--- src/rtl/instr_decoder.sv ---
// Instruction decoder for a 12-bit baseline core: free-running Q1..Q4 phase counter,
// instruction register with pipeline flush, and registered per-phase control strobes.
module instr_decoder (
   input  logic       clk,
   input  logic       rst,
   input  logic [11:0] instrIn,
   input  logic       aluZero,
   output logic [1:0] qPhase,
   output logic [4:0] fileAddr,
   output logic       Read_En,
   output logic [2:0] writeCommand,
   output logic       wWriteEn,
   output logic [4:0] aluOp,
   output logic       aluSrcLit,
   output logic [8:0] literal,
   output logic [2:0] bitSel,
   output logic       pcEn,
   output logic [1:0] pcCmd,
   output logic       optionWr,
   output logic       trisWr,
   output logic       sleepReq,
   output logic       clrwdtReq
);
   localparam int unsigned IR_W = 12;

   localparam logic [4:0] ALU_PASSW = 5'd0,  ALU_ADD   = 5'd1,  ALU_SUB  = 5'd2,
                          ALU_AND   = 5'd3,  ALU_IOR   = 5'd4,  ALU_XOR  = 5'd5,
                          ALU_COM   = 5'd6,  ALU_INC   = 5'd7,  ALU_DEC  = 5'd8,
                          ALU_PASSF = 5'd9,  ALU_RRF   = 5'd10, ALU_RLF  = 5'd11,
                          ALU_SWAP  = 5'd12, ALU_CLR   = 5'd13, ALU_BCLR = 5'd14,
                          ALU_BSET  = 5'd15, ALU_BTEST = 5'd16, ALU_PASSL = 5'd17;

   localparam logic [2:0] WC_NONE = 3'b000, WC_STATUS = 3'b001,
                          WC_FILE = 3'b010, WC_FILESTAT = 3'b011;

   localparam logic [1:0] PC_INC = 2'b00, PC_GOTO = 2'b01, PC_CALL = 2'b10, PC_RETLW = 2'b11;

   typedef enum logic [1:0] {Q1 = 2'd0, Q2 = 2'd1, Q3 = 2'd2, Q4 = 2'd3} qState_t;

   qState_t         state, stateNext;
   logic [IR_W-1:0] ir, irNext, irLoad;
   logic            flush, flushNext;
   logic            readEnNext, aluSrcLitNext;
   logic [4:0]      aluOpNext;
   logic [2:0]      wcNext;
   logic            wweNext, pcEnNext, optNext, trisNext, sleepNext, wdtNext;
   logic [1:0]      pcCmdNext;

   logic [2:0]      dWc;
   logic [1:0]      dPcCmd;
   logic            dWwe, dOpt, dTris, dSleep, dWdt, dSkip, dBranch;

   // File operand: byte/bit ops, excluding the 0000_000x_xxxx specials
   function automatic logic isFileOp(input logic [6:0] hi);
      return (hi[6:5] == 2'b00 && hi[4:0] != 5'd0) || hi[6:5] == 2'b01;
   endfunction

   function automatic logic isLitOp(input logic [3:0] op);
      return op[3:2] == 2'b11 || op == 4'b1000;
   endfunction

   function automatic logic [4:0] aluOpOf(input logic [5:0] op);
      logic [4:0] r;
      r = ALU_PASSW;
      casez (op)
         6'b000001: r = ALU_CLR;
         6'b000010: r = ALU_SUB;
         6'b000011: r = ALU_DEC;
         6'b000100: r = ALU_IOR;
         6'b000101: r = ALU_AND;
         6'b000110: r = ALU_XOR;
         6'b000111: r = ALU_ADD;
         6'b001000: r = ALU_PASSF;
         6'b001001: r = ALU_COM;
         6'b001010: r = ALU_INC;
         6'b001011: r = ALU_DEC;
         6'b001100: r = ALU_RRF;
         6'b001101: r = ALU_RLF;
         6'b001110: r = ALU_SWAP;
         6'b001111: r = ALU_INC;
         6'b0100??: r = ALU_BCLR;
         6'b0101??: r = ALU_BSET;
         6'b011???: r = ALU_BTEST;
         6'b1000??: r = ALU_PASSL;
         6'b1100??: r = ALU_PASSL;
         6'b1101??: r = ALU_IOR;
         6'b1110??: r = ALU_AND;
         6'b1111??: r = ALU_XOR;
         default:   r = ALU_PASSW;
      endcase
      return r;
   endfunction

   // Q4 actions of the instruction held in IR; skip uses aluZero as it stands at the Q3->Q4 edge
   always_comb begin
      dWc = WC_NONE; dWwe = 1'b0; dPcCmd = PC_INC;
      dOpt = 1'b0; dTris = 1'b0; dSleep = 1'b0; dWdt = 1'b0;
      dSkip = 1'b0; dBranch = 1'b0;
      casez (ir[11:6])
         6'b000000: begin
            if (ir[5]) dWc = WC_FILE;
            else begin
               case (ir[4:0])
                  5'd2:              dOpt   = 1'b1;
                  5'd3:              dSleep = 1'b1;
                  5'd4:              dWdt   = 1'b1;
                  5'd5, 5'd6, 5'd7:  dTris  = 1'b1;
                  default:           dOpt   = 1'b0;
               endcase
            end
         end
         6'b000001: begin
            if (ir[5]) dWc = WC_FILESTAT;
            else begin dWc = WC_STATUS; dWwe = 1'b1; end
         end
         6'b00001?, 6'b0001??, 6'b00100?, 6'b001010, 6'b00110?: begin
            dWc  = ir[5] ? WC_FILESTAT : WC_STATUS;
            dWwe = ~ir[5];
         end
         6'b001011, 6'b001111: begin
            dWc   = ir[5] ? WC_FILE : WC_NONE;
            dWwe  = ~ir[5];
            dSkip = aluZero;
         end
         6'b001110: begin
            dWc  = ir[5] ? WC_FILE : WC_NONE;
            dWwe = ~ir[5];
         end
         6'b010???: dWc = WC_FILE;
         6'b0110??: dSkip = aluZero;
         6'b0111??: dSkip = ~aluZero;
         6'b1000??: begin dWwe = 1'b1; dPcCmd = PC_RETLW; dBranch = 1'b1; end
         6'b1001??: begin dPcCmd = PC_CALL; dBranch = 1'b1; end
         6'b101???: begin dPcCmd = PC_GOTO; dBranch = 1'b1; end
         6'b1100??: dWwe = 1'b1;
         default:   begin dWc = WC_STATUS; dWwe = 1'b1; end
      endcase
   end

   // Phase sequencing and next values of all registered outputs
   always_comb begin
      stateNext     = state;
      irLoad        = flush ? 12'h000 : instrIn;
      irNext        = ir;
      flushNext     = flush;
      readEnNext    = 1'b0;
      aluOpNext     = aluOp;
      aluSrcLitNext = aluSrcLit;
      wcNext        = WC_NONE;
      wweNext       = 1'b0;
      pcEnNext      = 1'b0;
      pcCmdNext     = PC_INC;
      optNext       = 1'b0;
      trisNext      = 1'b0;
      sleepNext     = 1'b0;
      wdtNext       = 1'b0;
      case (state)
         Q1: begin
            stateNext     = Q2;
            irNext        = irLoad;
            flushNext     = 1'b0;
            readEnNext    = isFileOp(irLoad[11:5]);
            aluOpNext     = aluOpOf(irLoad[11:6]);
            aluSrcLitNext = isLitOp(irLoad[11:8]);
         end
         Q2: begin
            stateNext  = Q3;
            readEnNext = isFileOp(ir[11:5]);
         end
         Q3: begin
            stateNext = Q4;
            wcNext    = dWc;
            wweNext   = dWwe;
            pcEnNext  = 1'b1;
            pcCmdNext = dPcCmd;
            optNext   = dOpt;
            trisNext  = dTris;
            sleepNext = dSleep;
            wdtNext   = dWdt;
            flushNext = dSkip | dBranch;
         end
         default: stateNext = Q1;
      endcase
   end

   always_ff @(posedge clk) begin
      if (rst) begin
         state        <= Q1;
         ir           <= '0;
         flush        <= 1'b0;
         Read_En      <= 1'b0;
         aluOp        <= ALU_PASSW;
         aluSrcLit    <= 1'b0;
         writeCommand <= WC_NONE;
         wWriteEn     <= 1'b0;
         pcEn         <= 1'b0;
         pcCmd        <= PC_INC;
         optionWr     <= 1'b0;
         trisWr       <= 1'b0;
         sleepReq     <= 1'b0;
         clrwdtReq    <= 1'b0;
      end else begin
         state        <= stateNext;
         ir           <= irNext;
         flush        <= flushNext;
         Read_En      <= readEnNext;
         aluOp        <= aluOpNext;
         aluSrcLit    <= aluSrcLitNext;
         writeCommand <= wcNext;
         wWriteEn     <= wweNext;
         pcEn         <= pcEnNext;
         pcCmd        <= pcCmdNext;
         optionWr     <= optNext;
         trisWr       <= trisNext;
         sleepReq     <= sleepNext;
         clrwdtReq    <= wdtNext;
      end
   end

   assign qPhase   = state;
   assign fileAddr = ir[4:0];
   assign literal  = ir[8:0];
   assign bitSel   = ir[7:5];

endmodule

--- config.mk ---
export PLATFORM = sky130hd
export DESIGN_NAME = instr_decoder
export DESIGN_NICKNAME = d
export VERILOG_FILES = /design/src/rtl/instr_decoder.sv
export SDC_FILE = /design/constraint.sdc
export NUM_CORES = 1
export LEC_CHECK = 0
export ABC_AREA = 1
export BUFFER_PORTS_ARGS = -buffer_cell sky130_fd_sc_hd__clkbuf_2
export CAP_MARGIN = 10
export CORE_UTILIZATION = 46
export DETAILED_ROUTE_END_ITERATION = 12
export GPL_ROUTABILITY_DRIVEN = 0
export PLACE_DENSITY_LB_ADDON = 0.3
export SETUP_SLACK_MARGIN = 0.5
export SYNTH_ARGS = -nofsm -noshare
export SYNTH_HDL_FRONTEND = slang
export SYNTH_SLANG_ARGS = --single-unit
--- constraint.sdc ---
create_clock -name clk -period 1.4 [get_ports clk]
set_input_delay 0 -clock clk [delete_from_list [all_inputs] [get_ports clk]]
set_output_delay 0 -clock clk [all_outputs]
set_load 0.1 [all_outputs]
==> impl_metrics.yaml, run 1 <==
outcome:
  status: "did not finish"
  haltStage: "global routing"
  stop_error: "[ERROR DPL-0038] Utilization greater than 100%, impossible to legalize"
synth:
  synthCells: 233
  ys.flop_type: "dfxtp_1"
  async_reset_ff_share_pct: 0
  ys_ff_latch: 32
  mappedNetlistNets: 251
  netlist_area_um2: 1690
  synth_seq_area_share_pct: 37.8
  avgSynthCellArea_um2: 7.27
  ys_warn_count: 0
  ys_types: 30
  synth_edf_count: 0
placed_design:
  dp.cells: 313
  hpwl_mm: 2.74
  place.port_buffers: 50
cts:
  cts_max_path_buffers: 2
  htree_levels: 2
  numClockSinks: 32
  clock-root-buffer: "clkbuf_8"
  cts_buffers: 5
die:
  fp.dieW_um: 62.7
  initial_core_util_pct: 49.2
  dieHeight_um: 62.7
  rows: 21
  top_level_ports: 52
global_routing:
  grt_max_degree: 15
timing:
  worstEpCategory: "register input"
  worst_endpoint: "aluOp[3]$_SDFFE_PP0P_/D"
[repair_timing]
item                                    in CTS
endpoints found under the setup margin      66
cloned                                       3
gates resized for setup                    165
endpoints found under the hold margin        6
hold buffers                                 6
setup buffers                               16
pin swaps                                   17
[cell usage after synthesis, types with 3 or more instances]
cell | count | area [um2]
a21oi_1 | 18 | 90.1
a21oi_2 | 3 | 26.3
buf_4 | 19 | 143
clkbuf_1 | 3 | 11.3
dfxtp_1 | 32 | 641
ha_1 | 3 | 37.5
inv_1 | 19 | 71.3
inv_2 | 3 | 11.3
nand2_1 | 39 | 146
nand2_2 | 5 | 31.3
nand3_1 | 24 | 120
nand3b_1 | 3 | 22.5
nor2_1 | 24 | 90.1
nor3_1 | 4 | 20.0
o21ai_0 | 11 | 55.1
[through the flow]
stage / instance area (um2) / setup slack (ns)
floorplan: 1800 / 0.0123
detailed placement: 1970 / -0.0339
CTS: 3060 / 0.0804
global placement: 1970 / 0.0187
[kinds of logic after synthesis]
kind of cell / share of synthesized area [%]
AND/OR/NAND/NOR: 29.9
buffers and inverters: 15.2
AO/OA/AOI/OAI: 14.6
flip-flops: 37.8
adder cells (fa/ha/maj): 2.22
other: 0.222
==> run 2, diff against run 1 <==
--- a/config.mk
+++ b/config.mk
@@ -8,11 +8,10 @@
 export ABC_AREA = 1
 export BUFFER_PORTS_ARGS = -buffer_cell sky130_fd_sc_hd__clkbuf_2
 export CAP_MARGIN = 10
-export CORE_UTILIZATION = 46
+export CORE_UTILIZATION = 35
 export DETAILED_ROUTE_END_ITERATION = 12
 export GPL_ROUTABILITY_DRIVEN = 0
-export PLACE_DENSITY_LB_ADDON = 0.3
-export SETUP_SLACK_MARGIN = 0.5
+export PLACE_DENSITY_LB_ADDON = 0.15
 export SYNTH_ARGS = -nofsm -noshare
 export SYNTH_HDL_FRONTEND = slang
 export SYNTH_SLANG_ARGS = --single-unit
==> constraint.sdc (replaced) <==
create_clock -name clk -period 1.8 [get_ports clk]
set_input_delay 0 -clock clk [delete_from_list [all_inputs] [get_ports clk]]
set_output_delay 0 -clock clk [all_outputs]
set_load 0.1 [all_outputs]
==> run 2 against run 1 <==
Compared with the run above: the flow now finishes without violations; synthesized area unchanged; synthesized cell count is the same.
==> impl_metrics.yaml, run 2 <==
min_path:
  hold_start: "instrIn[5]"
  worstHoldEndpoint: "ir[5]"
  holdPathStages: 3
  hold_path.class: "input port to register"
synth:
  synth_common_cells: "39 x nand2_1, 32 x dfxtp_1, 24 x nand3_1, 24 x nor2_1"
  avgSynthCellArea_um2: 7.27
  synth_most_common_cell: "nand2_1"
  ys_types: 30
  muxShareOfSynthArea_pct: 0
  synth_top_family_by_area: "simple AND/OR/NAND/NOR gates"
  synthCells: 233
  async_reset_ff_share_pct: 0
  synth_seq_area_share_pct: 37.8
  yosysTopAreaCell: "dfxtp_1"
  yosys.area_share.simple_pct: 29.9
  ys.flop_type: "dfxtp_1"
  post_synth_xor_area_fraction_pct: 0
  ys_ff_latch: 32
  mappedNetlistNets: 251
  synth_compound_area_share_pct: 14.6
  synth_area_leaders: "dfxtp_1 38%, nand2_1 8.6%, buf_4 8.4%, nand3_1 7.1%, a21oi_1 5.3%"
  ys_warn_count: 0
  synth_edf_count: 0
  synthAdderAreaFrac_pct: 2.22
  synth_top_area_share_pct: 37.8
  netlist_area_um2: 1690
worst_setup_path:
  start_kind: "register"
  r2r-start: "flush"
  reg2reg_to: "aluOp[2]"
  cp.arrival_ns: 1.75
  critPathKind: "register to register"
  crit_buf_inv: 1
  max_stage_delay_ns: 0.33
  required_ns: 2.02
  crit_path_end_kind: "register"
  crit_top_cell: "nand2_1"
  worstPathCellList: "inv_2 > nand2_1 > nor2_1 > nand3_1 > nand2_1 > nor2_1 > nand3_1 > nand2_1 > a21oi_2"
  worstRegToRegCells: 9
  slowest_stage: "dfxtp_1"
  path_max_fanout: 14
  regToRegSetupSlack_ns: 0.27
  worst_path_dominant_cell_family: "simple AND/OR/NAND/NOR gates"
timing:
  setup_violations: 0
  fin_skew_ns: 0.00654
  hold_viol: 0
  fin_crit_sh_pct: 84.9
  slew_violations: 0
  grt_setup_unrepaired: "no"
  relSlewSlack_pct: 63.7
  worst_pin_slew_ns: 0.546
  timing.setup.tns_ns: 0
  fmax_mhz: 654
  finalCriticalPeriod_ns: 1.53
drt:
  viasPerCell: 4.84
  drtIter0Drc: 75
  wl_per_cell_um: 11.4
  wirelength_mm: 3.72
  drt_pass1_iterations: 4
  dr_total_vias: 1582
  remaining_drc_errors: 0
  ant_nets: 0
finish:
  largest_registers: "ir: 12 flops, aluOp: 5 flops"
  largest_reg_flops: 12
  regMostFlops: "ir"
  syn_to_final_growth_pct: 20.6
  layout-drive-gt1-share_pct: 30.2
  antenna_cells: 0
  final_common_cell: "clkbuf_2"
  mostFrequentLayoutCells: "50 x clkbuf_2, 39 x nand2_1, 30 x dfxtp_1"
  fin_nets: 292
die:
  fp.dieW_um: 71.5
  top_level_ports: 52
  core_um2: 4500
  dieHeight_um: 71.5
  fp.dieArea_um2: 5120
  initial_core_util_pct: 37.6
  rows: 24
global_routing:
  antenna_found_initial: 0
  grt.total_usage_pct: 15.6
  grt_pass1_wl_mm: 6.33
  grt_max_degree: 15
  gr-total-overflow: 0
  grt_pass1_vias: 1424
power_and_ir_drop:
  p_switching_mw: 1.90
  pwr-share-seq_pct: 27.2
  pwr-share-clk_pct: 21.1
  p_per_area_nw_per_um2: 1740
  fin_total_pwr_mw: 3.55
  peakVddDrop_mv: 0.611
  p_sw_share_pct: 53.5
  p_comb_share_pct: 51.8
  leakage_nw: 0.987
  power.internal_mw: 1.65
placed_design:
  hpwl_mm: 2.88
  place.port_buffers: 50
cts:
  cts_hold_buffers: 5
  cts_tree: "done"
  insertion_delay_ns: 0.28
  clkTransAtPathRegs_ns: 0.07
  numClockSinks: 32
  cts_resized: 0
  htree_levels: 2
  cts_buffers: 5
  postCtsSetupRepairBufs: 0
  clock-root-buffer: "clkbuf_8"
  cts_max_path_buffers: 2
outcome:
  status: "completed"
flow_run:
  max_cap_violations: 0
-- run 2: worst max path at each step --
stage                    from       end  depth (start not counted)  slack, ns
finish                  flush  aluOp[2]                          9       0.27
CTS                     flush  aluOp[2]                          9       0.27
floorplan           qPhase[0]  aluOp[0]                          7       0.01
global placement        flush  aluOp[2]                          9       0.29
detailed placement      flush  aluOp[2]                          9       0.29
global route            flush  aluOp[3]                          9       0.10
-- run 2: metrics by stage --
step	instance area, um2	util, %	setup slack (ns)	hold WS, ns	cells
finish	2040	45.3	0.271	0.0149	327
global route	2040	45.3	0.102	0.0378	327
CTS	2040	45.3	0.265	0.00683	327
detailed placement	1870	41.4	0.290	0.262	314
global placement	1870	41.4	0.292	0.261	314
floorplan	1700	-	0.0124	0.0691	233
-- run 2: cell families after synthesis --
kind of cell    count (synthesis)
simple gates                  108
other cells                     1
fa+ha+maj                       3
compound gates                 42
buf+inv                        47
flops                          32
-- run 2: power by group through the flow --
stage | clock network, mW | logic, mW | registers (mW)
2_1_floorplan | 0 | 1.28 | 1.35
3_3_place_gp | 0 | 1.84 | 0.980
3_5_place_dp | 0 | 1.84 | 0.983
4_1_cts | 0.769 | 1.85 | 0.967
5_1_grt | 0.794 | 1.94 | 0.989
6_report | 0.749 | 1.84 | 0.965
-- run 2: metal layers --
layer | global-route usage [%] | routed length, um
met5 | 0 | 0
met4 | 6.54 | 63
met1 | 21.0 | 1820
met3 | 3.38 | 161
met2 | 24.3 | 1680
-- run 2: final cells by class --
type / instances / area, um2
fillers: 484 / 2460
flip-flops and latches: 32 / 643
well taps: 52 / 65.1
clock inverters: 1 / 30.0
inverters: 22 / 82.6
repair buffers: 59 / 330
clock buffers: 7 / 96.3
multi-input cells: 154 / 795
-- run 2: worst register-to-register path: stages, from the launching register on --
cell	delay, ns
dfxtp_1	0.33
inv_2	0.22
nand2_1	0.16
nor2_1	0.25
nand3_1	0.11
nand2_1	0.10
nor2_1	0.06
nand3_1	0.07
nand2_1	0.06
a21oi_2	0.10
Note: power is estimated with default switching activity, not from simulation.
